`src/rtl/pcie_7x_link_seq_if.sv`:
```
// Board-side bundle between the PCIe link sequencer and its environment.
// master is the sequencer; slave is the board wrapper / stimulus side.
interface pcie_7x_link_seq_if;
  logic       lnk_up;
  logic       force_retrain;
  logic       core_rst_n;
  logic       link_ok;
  logic       fail;
  logic [2:0] state;
  logic [3:0] retry_cnt;
  logic [2:0] led;

  modport master (
    input  lnk_up, force_retrain,
    output core_rst_n, link_ok, fail, state, retry_cnt, led
  );

  modport slave (
    output lnk_up, force_retrain,
    input  core_rst_n, link_ok, fail, state, retry_cnt, led
  );
endinterface

```
`src/rtl/pcie_7x_link_seq.sv`:
```
// PCIe core reset/link sequencer: hold reset, wait for debounced link-up, retry on loss/timeout.
// All outputs registered; link-up seen DEBOUNCE+3 edges after lnk_up rises; no backpressure.
module pcie_7x_link_seq #(
  parameter int unsigned RST_CYCLES   = 100000,
  parameter int unsigned LINK_TIMEOUT = 10000000,
  parameter int unsigned DEBOUNCE     = 256,
  parameter int unsigned MAX_RETRY    = 3,
  parameter int unsigned HB_BITS      = 26
) (
  input  logic               sys_clk,
  input  logic               sys_rst_n,
  pcie_7x_link_seq_if.master bus
);
  localparam int unsigned TMAX = (RST_CYCLES > LINK_TIMEOUT) ? RST_CYCLES : LINK_TIMEOUT;
  localparam int          TW   = $clog2(TMAX + 1);
  localparam int          DW   = $clog2(DEBOUNCE + 1);

  typedef enum logic [2:0] {
    S_HOLD  = 3'd0,
    S_WAIT  = 3'd1,
    S_UP    = 3'd2,
    S_RETRY = 3'd3,
    S_FAIL  = 3'd4
  } state_t;

  state_t             state_q, state_d;
  logic [TW-1:0]      timer_q, timer_d;
  logic [DW-1:0]      deb_q, deb_d;
  logic [HB_BITS-1:0] hb_q, hb_d;
  logic [1:0]         sync_q, sync_d;
  logic [3:0]         retry_q, retry_d;
  logic               core_rst_n_q, core_rst_n_d;
  logic               link_ok_q, link_ok_d;
  logic               fail_q, fail_d;

  logic          lnk_s;
  logic          deb_full;
  logic [DW-1:0] deb_inc;
  logic          hold_done;
  logic          wait_done;
  logic [3:0]    retry_sat;
  logic          retry_limit;

  assign lnk_s     = sync_q[1];
  assign deb_full  = (deb_q == DW'(DEBOUNCE));
  assign deb_inc   = deb_full ? deb_q : deb_q + DW'(1);
  assign hold_done = (timer_q == TW'(RST_CYCLES - 1));
  assign wait_done = (timer_q == TW'(LINK_TIMEOUT - 1));
  assign retry_sat = (retry_q == 4'hF) ? retry_q : retry_q + 4'd1;
  // retry_q already holds the incremented count while in RETRY
  assign retry_limit = (MAX_RETRY != 0) && ({28'd0, retry_q} >= MAX_RETRY);

  always_comb begin
    state_d = state_q;
    retry_d = retry_q;
    timer_d = '0;
    deb_d   = '0;
    hb_d    = hb_q + HB_BITS'(1);
    sync_d  = {sync_q[0], bus.lnk_up};

    unique case (state_q)
      S_HOLD: begin
        timer_d = timer_q + TW'(1);
        if (bus.force_retrain)  state_d = S_RETRY;
        else if (hold_done)     state_d = S_WAIT;
      end
      S_WAIT: begin
        timer_d = timer_q + TW'(1);
        deb_d   = lnk_s ? deb_inc : '0;
        if (bus.force_retrain)  state_d = S_RETRY;
        else if (deb_full)      state_d = S_UP;
        else if (wait_done)     state_d = S_RETRY;
      end
      S_UP: begin
        deb_d = lnk_s ? '0 : deb_inc;
        if (bus.force_retrain || deb_full) state_d = S_RETRY;
      end
      S_RETRY: begin
        state_d = retry_limit ? S_FAIL : S_HOLD;
      end
      S_FAIL: begin
        if (bus.force_retrain) begin
          state_d = S_HOLD;
          retry_d = '0;
        end
      end
      default: state_d = S_HOLD;
    endcase

    if (state_d != state_q) begin
      timer_d = '0;
      deb_d   = '0;
    end
    if (state_d == S_RETRY && state_q != S_RETRY) retry_d = retry_sat;
    if (state_d == S_UP && state_q != S_UP)       retry_d = '0;

    core_rst_n_d = (state_d == S_WAIT) || (state_d == S_UP);
    link_ok_d    = (state_d == S_UP);
    fail_d       = (state_d == S_FAIL);
  end

  always_ff @(posedge sys_clk or negedge sys_rst_n) begin
    if (!sys_rst_n) begin
      state_q      <= S_HOLD;
      timer_q      <= '0;
      deb_q        <= '0;
      hb_q         <= '0;
      sync_q       <= '0;
      retry_q      <= '0;
      core_rst_n_q <= 1'b0;
      link_ok_q    <= 1'b0;
      fail_q       <= 1'b0;
    end else begin
      state_q      <= state_d;
      timer_q      <= timer_d;
      deb_q        <= deb_d;
      hb_q         <= hb_d;
      sync_q       <= sync_d;
      retry_q      <= retry_d;
      core_rst_n_q <= core_rst_n_d;
      link_ok_q    <= link_ok_d;
      fail_q       <= fail_d;
    end
  end

  assign bus.core_rst_n = core_rst_n_q;
  assign bus.link_ok    = link_ok_q;
  assign bus.fail       = fail_q;
  assign bus.state      = state_q;
  assign bus.retry_cnt  = retry_q;
  assign bus.led        = {fail_q, link_ok_q, hb_q[HB_BITS-1]};
endmodule

```
`src/flat_wrapper.sv`:
```
// flat-port wrapper written by rule: the top's interface ports become plain ports
module pcie_7x_link_seq_flat 
#(
  parameter int unsigned RST_CYCLES   = 100000,
  parameter int unsigned LINK_TIMEOUT = 10000000,
  parameter int unsigned DEBOUNCE     = 256,
  parameter int unsigned MAX_RETRY    = 3,
  parameter int unsigned HB_BITS      = 26
)
  (sys_clk, sys_rst_n, bus_lnk_up, bus_force_retrain, bus_core_rst_n, bus_link_ok, bus_fail, bus_state, bus_retry_cnt, bus_led);
  pcie_7x_link_seq_if bus_i ();
  input  logic sys_clk;
  input  logic sys_rst_n;
  input wire logic [$bits(bus_i.lnk_up)-1:0] bus_lnk_up;
  input wire logic [$bits(bus_i.force_retrain)-1:0] bus_force_retrain;
  output wire logic [$bits(bus_i.core_rst_n)-1:0] bus_core_rst_n;
  output wire logic [$bits(bus_i.link_ok)-1:0] bus_link_ok;
  output wire logic [$bits(bus_i.fail)-1:0] bus_fail;
  output wire logic [$bits(bus_i.state)-1:0] bus_state;
  output wire logic [$bits(bus_i.retry_cnt)-1:0] bus_retry_cnt;
  output wire logic [$bits(bus_i.led)-1:0] bus_led;
  assign bus_i.lnk_up = bus_lnk_up;
  assign bus_i.force_retrain = bus_force_retrain;
  assign bus_core_rst_n = bus_i.core_rst_n;
  assign bus_link_ok = bus_i.link_ok;
  assign bus_fail = bus_i.fail;
  assign bus_state = bus_i.state;
  assign bus_retry_cnt = bus_i.retry_cnt;
  assign bus_led = bus_i.led;
  pcie_7x_link_seq #(.RST_CYCLES(RST_CYCLES), .LINK_TIMEOUT(LINK_TIMEOUT), .DEBOUNCE(DEBOUNCE), .MAX_RETRY(MAX_RETRY), .HB_BITS(HB_BITS)) u_core (.sys_clk(sys_clk), .sys_rst_n(sys_rst_n), .bus(bus_i));
endmodule
```
`config.mk`:
```
export PLATFORM = sky130hd
export DESIGN_NAME = pcie_7x_link_seq_flat
export DESIGN_NICKNAME = d
export VERILOG_FILES = /design/src/rtl/pcie_7x_link_seq_if.sv /design/src/rtl/pcie_7x_link_seq.sv /design/src/flat_wrapper.sv
export SDC_FILE = /design/constraint.sdc
export NUM_CORES = 1
export LEC_CHECK = 0
export ABC_CLOCK_PERIOD_IN_PS = 2800
export CAP_MARGIN = 10
export CORE_MARGIN = 1.5
export CORE_UTILIZATION = 60
export CTS_CLUSTER_SIZE = 8
export DETAILED_ROUTE_END_ITERATION = 12
export GPL_TIMING_DRIVEN = 0
export HOLD_SLACK_MARGIN = 0.08
export PLACE_DENSITY = 0.79
export RECOVER_POWER = 50
export SETUP_SLACK_MARGIN = 0.15
export SYNTH_ARGS = -nofsm -noshare
export SYNTH_HDL_FRONTEND = slang
export SYNTH_SLANG_ARGS = --single-unit
```
`constraint.sdc`:
```
create_clock -name sys_clk -period 2.8 [get_ports sys_clk]
set_input_delay 0.7 -clock sys_clk [delete_from_list [all_inputs] [get_ports sys_clk]]
set_output_delay 0.7 -clock sys_clk [all_outputs]
set_load 0.02 [all_outputs]
```
==> results of run 1 <==
## flip-flops by register name (all words and copies together) (netlist names)
signal and count:
u_core.bus.state 3, u_core.sync_q 2, u_core.timer_q 24, u_core.bus.link_ok 1
u_core.bus.retry_cnt 4, u_core.bus.core_rst_n 1, u_core.hb_q 26, u_core.deb_q 9
u_core.bus.fail 1
## power by group through the flow
stage          Sequential, mW  Combinational, mW  Clock [mW]
2_1_floorplan            1.22              0.563           0
3_3_place_gp             1.16              0.869           0
3_5_place_dp             1.17              0.893           0
4_1_cts                  1.15              0.900       0.823
5_1_grt                  1.16              0.984       0.865
6_report                 1.15              0.894       0.806
## worst paths after layout
path | startpoint | endpoint | slack [ns] | cells past startpoint
hold / removal | u_core.sync_q[0] | u_core.sync_q[1] | 0.35 | 0
hold reg to reg | u_core.sync_q[0] | u_core.sync_q[1] | 0.35 | 0
min in group asynchronous | sys_rst_n | u_core.timer_q[11] | 0.76 | 1
setup reg to reg | u_core.timer_q[0] | u_core.timer_q[21] | 0.34 | 9
max in group asynchronous | sys_rst_n | u_core.timer_q[17] | 1.02 | 1
setup / recovery | bus_force_retrain | u_core.deb_q[2] | 0.33 | 7
## repair_timing
action                                  in CTS  in global routing
endpoints found under the hold margin        0                  0
gates resized for setup                      0                  2
endpoints found under the setup margin       0                 31
## through the flow
step                hold slack [ns]  instances  setup WS, ns
floorplan                     0.331        330         0.614
global placement              0.332        418         -1.28
detailed placement            0.336        418        -0.149
CTS                           0.361        434         0.209
global route                  0.360        434         0.208
finish                        0.355        434         0.331
## cell usage in the layout (no fill, tap or decap), types with 9 or more instances in the layout
cell type        instances
nor3_1                  16
nand3_1                 22
clkdlybuf4s50_1         14
xnor2_1                 30
nand2_1                 19
clkbuf_8                 9
xor2_1                  26
nor2_2                  20
nand4_1                 15
inv_1                   11
dfrtp_1                 71
nor2_1                  28
## cells by family after synthesis
family	count (synthesis)
adder cells (fa/ha/maj)	5
flip-flops	71
XOR/XNOR	56
AND/OR/NAND/NOR	156
buffers and inverters	22
multiplexers	1
AO/OA/AOI/OAI	19
## final cells by class
| type | count | share of cell area [%] |
|---|---|---|
| Clock inverter | 7 | 1.84 |
| Tap cell | 72 | 2.29 |
| Buffer | 11 | 1.78 |
| Clock buffer | 9 | 3.15 |
| Timing Repair Buffer | 16 | 3.94 |
| Inverter | 11 | 1.05 |
| Sequential cell | 71 | 45.2 |
| Multi-Input combinational cell | 237 | 40.8 |
## metal layers
layer	GRT usage [%]	wire, um	vias to the layer above
met2	33.5	2680	52
met3	3.79	192	10
met4	12.5	119	0
li1	-	-	1189
met5	0	0	-
met1	28.1	2780	1132
## worst max-delay path, cell delays in order
cell,delay [ns]
clkdlybuf4s50_1,0.58
nor3_1,0.10
nor4bb_1,0.35
a22oi_2,0.21
and4b_1,0.27
a21oi_2,0.34
nor3_1,0.12
==> flow_summary_export.csv, run 1 <==
group,metric,value,unit
floorplanning,die_area,6280,sq um
clocking,clock_path_buffers,2,
sta,rsz0062_at_grt,"false",
clocking,post_cts_buffers,0,
clocking,clk_latency,0.34,ns
synth,synth_commonest_cells,"dfrtp_1 (71), xnor2_1 (30), nor2_1 (28), xor2_1 (26), nand3_1 (22)",
final_layout,synthToLayoutAreaGrowth,12.8,%
setup_path,cp_max_fo,9,
drt,wl_per_cell,13.3,um
sta,min_period,2.47,ns
clocking,cts_inserted_buffers,9,
placed_design,io_buffers,16,
floorplanning,start_util,62.9,%
synth,ys_ff_latch,71,
setup_path,critPathKind,"in2reg",
clocking,cts_tree,"yes",
synth,synth_edf_count,0,
synth,ys.flop_type,"dfrtp_1",
global_route,grt_pass1_wl,10300,um
placed_design,dp_hpwl,3910,um
setup_path,cp.required,3.01,ns
synth,synth_cells,330,
drt,vias,2383,
drt,wl,5780,um
sta,finalSetupViolations,0,
synth,post-synth-top-count-cell,"dfrtp_1",
global_route,grt_max_degree,72,
clocking,hold_buffers,0,
synth,ys_top_cells_by_area,"dfrtp_1 (51%), xnor2_1 (7.5%), xor2_1 (6.5%)",
floorplanning,ios,17,
final_layout,seq_area,1780,sq um
drt,postRouteAntennaNets,0,
power_and_ir_drop,pwr-share-seq,40.3,%
synth,syn-cell-area,3490,sq um
power_and_ir_drop,power,2.85,mW
synth,synthXorXnorAreaFrac,14.1,%
synth,async_flop_share,100,%
drt,drc,0,
synth,synth_largest_area_cell,"dfrtp_1",
sta,max_freq,0.405,GHz
global_route,first_global_vias,2346,
sta,slew_viol_final,72,
clocking,root_buffer,"clkbuf_8",
power_and_ir_drop,powerDensity,725,nW/um^2
final_layout,stdcell_area,3930,sq um
synth,yosys.area_share.simple,24.9,%
clocking,cts_htree_levels,3,
hold_path,min_path_type,"reg2reg",
sta,hold_viol,0,
sta,setup_tns,0,ns
global_route,grt_use_total,21.4,%
final_layout,antennaDiodeCount,0,
power_and_ir_drop,switchingPower,0.994,mW
sta,slew_headroom,-11.5,%
power_and_ir_drop,ir_drop,0.435,mV
power_and_ir_drop,switching_share,34.9,%
drt,vias_per_cell,5.49,
final_layout,drive_gt1_share,15.5,%
clocking,path_clk_slew,0.08,ns
final_layout,num-nets-final,366,
status,outcome,"finished with violations",
floorplanning,core,5540,sq um
sta,worst_slew_pin_slew,1.67,ns
clocking,clock_sinks,71,
placed_design,gp_congestion,0.814,
setup_path,cp-start-kind,"input port",
floorplanning,chipHeight,79.2,um
power_and_ir_drop,p_int,1.86,mW
final_layout,fin_util,71.0,%
setup_path,critical_path_arrival,2.68,ns
drt,drt_iter0_markers,138,
floorplanning,fp-row-count,27,
synth,yosysWarnings,0,
placed_design,placed_area,3730,sq um
power_and_ir_drop,power_frac_clock,28.3,%
global_route,antenna_found_initial,0,
synth,synth_fa_ha_area_share,1.79,%
floorplanning,die_x,79.2,um
synth,seq_area_frac_synth,51.0,%
synth,synth_top_family_by_area,"simple AND/OR/NAND/NOR gates",
sta,clock_skew,0.00750,ns
power_and_ir_drop,power_frac_comb,31.4,%
synth,synth_nets,339,
status,violations,"max-capacitance violations, max-slew violations",
setup_path,setup.worst_path.end_class,"flop",
synth,synth.top_cell.area_share,51.0,%
synth,post_synth.cell_area_avg,10.6,sq um
synth,ys_types,44,
final_layout,fillers,425,
sta,finalCritPeriodShare,88.2,%
synth,synthMuxAreaShare,0.323,%
final_layout,multi_input_area,1600,sq um
drt,drtPass1Iterations,5,
synth,synth_compound_area_share,4.81,%
run,cap_violations,1,
global_route,grt_overflow,0,
power_and_ir_drop,power_leakage,1.64,nW
Note: power is estimated with default switching activity, not from simulation.
==> run 2, diff against run 1 <==
--- a/config.mk
+++ b/config.mk
@@ -12,10 +12,10 @@
 export CTS_CLUSTER_SIZE = 8
 export DETAILED_ROUTE_END_ITERATION = 12
 export GPL_TIMING_DRIVEN = 0
-export HOLD_SLACK_MARGIN = 0.08
 export PLACE_DENSITY = 0.79
 export RECOVER_POWER = 50
-export SETUP_SLACK_MARGIN = 0.15
+export SETUP_SLACK_MARGIN = 0.05
+export SKIP_CTS_REPAIR_TIMING = 1
 export SYNTH_ARGS = -nofsm -noshare
 export SYNTH_HDL_FRONTEND = slang
 export SYNTH_SLANG_ARGS = --single-unit
==> run 2 against run 1 <==
  * The flow still finishes with violations (max-capacitance violations, max-slew violations)
  * Register-to-register slack got worse by 0.10 ns
  * Highest routed layer unchanged
  * Clock skew is essentially flat
  * Sequential share of layout area up 0.072 points
  * Via count decreased by 0.63%
==> flow_summary_export.csv, run 2 (synthesized netlist as in run 1, its figures left out) <==
group,metric,value,unit
status,outcome,"finished with violations",
status,violations,"max-capacitance violations, max-slew violations",
drt,drc,0,
hold_path,min_path_type,"reg2reg",
floorplanning,die_x,79.2,um
drt,wl,5750,um
drt,drt_iter0_markers,124,
sta,setup_tns,0,ns
placed_design,placed_area,3730,sq um
final_layout,drive_gt1_share,14.9,%
global_route,grt_overflow,0,
final_layout,antennaDiodeCount,0,
clocking,cts_htree_levels,3,
global_route,grt_max_degree,72,
clocking,root_buffer,"clkbuf_8",
clocking,cts_tree,"yes",
drt,vias,2368,
sta,hold_viol,0,
floorplanning,ios,17,
setup_path,cp.required,3.05,ns
sta,clock_skew,0.00754,ns
setup_path,critical_path_arrival,2.85,ns
clocking,cts_inserted_buffers,9,
sta,worst_slew_pin_slew,1.67,ns
power_and_ir_drop,powerDensity,723,nW/um^2
placed_design,dp_cells,418,
power_and_ir_drop,ir_drop,0.434,mV
global_route,grt_use_total,21.4,%
floorplanning,core,5540,sq um
final_layout,fin_cells,434,
sta,slew_headroom,-11.5,%
drt,postRouteAntennaNets,0,
final_layout,stdcell_area,3930,sq um
clocking,clk_latency,0.34,ns
sta,rsz0062_at_grt,"false",
final_layout,fillers,425,
floorplanning,chipHeight,79.2,um
final_layout,final_cell_mix,"dfrtp_1 (71), xnor2_1 (30), nor2_1 (28), xor2_1 (26), nand3_1 (22)",
global_route,antenna_found_initial,0,
drt,drtPass1Iterations,4,
clocking,clock_path_buffers,2,
setup_path,cp-start-kind,"input port",
clocking,path_clk_slew,0.08,ns
floorplanning,start_util,62.9,%
sta,setup_slack,0.200,ns
floorplanning,die_area,6280,sq um
setup_path,critPathKind,"in2reg",
global_route,grt_pass1_wl,10300,um
final_layout,layout_commonest_cell,"dfrtp_1",
final_layout,top_regs,"u_core.hb_q (26), u_core.timer_q (24), u_core.deb_q (9)",
placed_design,io_buffers,16,
sta,finalSetupViolations,0,
run,cap_violations,1,
placed_design,dp_slack,-0.149,ns
drt,wl_per_cell,13.2,um
clocking,clock_sinks,71,
setup_path,cp_max_fo,9,
floorplanning,fp-row-count,27,
global_route,first_global_vias,2346,
sta,finalCritPeriodShare,92.8,%
final_layout,synthToLayoutAreaGrowth,12.7,%
final_layout,multi_input_area,1600,sq um
sta,min_period,2.60,ns
final_layout,seq_area,1780,sq um
power_and_ir_drop,power_leakage,1.64,nW
final_layout,num-nets-final,366,
final_layout,regMostFlops,"u_core.hb_q",
final_layout,largest_register_ffs,26,
placed_design,dp_hpwl,3910,um
placed_design,gp_congestion,0.814,
drt,vias_per_cell,5.46,
sta,max_freq,0.385,GHz
sta,slew_viol_final,72,
setup_path,setup.worst_path.end_class,"flop",
## run 2: cell types whose count changed in the layout (fill, tap and decap cells not counted)
cell,delta
a22oi_1,+1
a22oi_2,-1
clkbuf_1,+1
clkbuf_2,-1
## run 2: final cells by class
type	instances	area share [%]
Clock inverter	7	1.85
Inverter	11	1.05
Tap cell	72	2.29
Timing Repair Buffer	16	3.95
Sequential cell	71	45.2
Clock buffer	9	3.15
Buffer	11	1.75
Multi-Input combinational cell	237	40.7
## run 2: per-layer routing
layer  part of all wire, %  GRT usage [%]  vias up
li1                      -              -     1185
met1                    48           28.1     1129
met2                    46           33.5       41
met3                   3.0           3.79       13
met4                   2.6           12.5        0
met5                     0              0        -
## run 2: power by group
part | leakage (nW) | total, mW | switching, mW | internal (mW)
clock | 0.0956 | 0.805 | 0.393 | 0.412
sequential | 0.962 | 1.15 | 0.0562 | 1.09
combinational | 0.578 | 0.884 | 0.537 | 0.348
## run 2: final timing paths
path,startpoint,endpoint,slack (ns),depth (start not counted)
setup / recovery,bus_force_retrain,u_core.deb_q[2],0.20,7
hold / removal,u_core.sync_q[0],u_core.sync_q[1],0.36,0
setup reg to reg,u_core.timer_q[0],u_core.deb_q[2],0.24,8
hold reg to reg,u_core.sync_q[0],u_core.sync_q[1],0.36,0
max in group asynchronous,sys_rst_n,u_core.timer_q[17],1.02,1
min in group asynchronous,sys_rst_n,u_core.timer_q[11],0.76,1
## run 2: worst max-delay path, cell delays in order
cell and delay, ns:
clkdlybuf4s50_1 0.51, nor3_1 0.30, nor3_1 0.09, a22oi_1 0.62, and4b_1 0.30, a21oi_2 0.09
nor3_1 0.24
## run 2: per-stage QoR
step	total power [mW]	hold slack (ns)	util, %
after floorplan	1.79	0.331	-
after global placement	2.03	0.332	67.4
after detailed placement	2.06	0.336	67.4
after CTS	2.87	0.361	70.9
after global routing	3.00	0.360	70.9
final	2.84	0.356	70.9
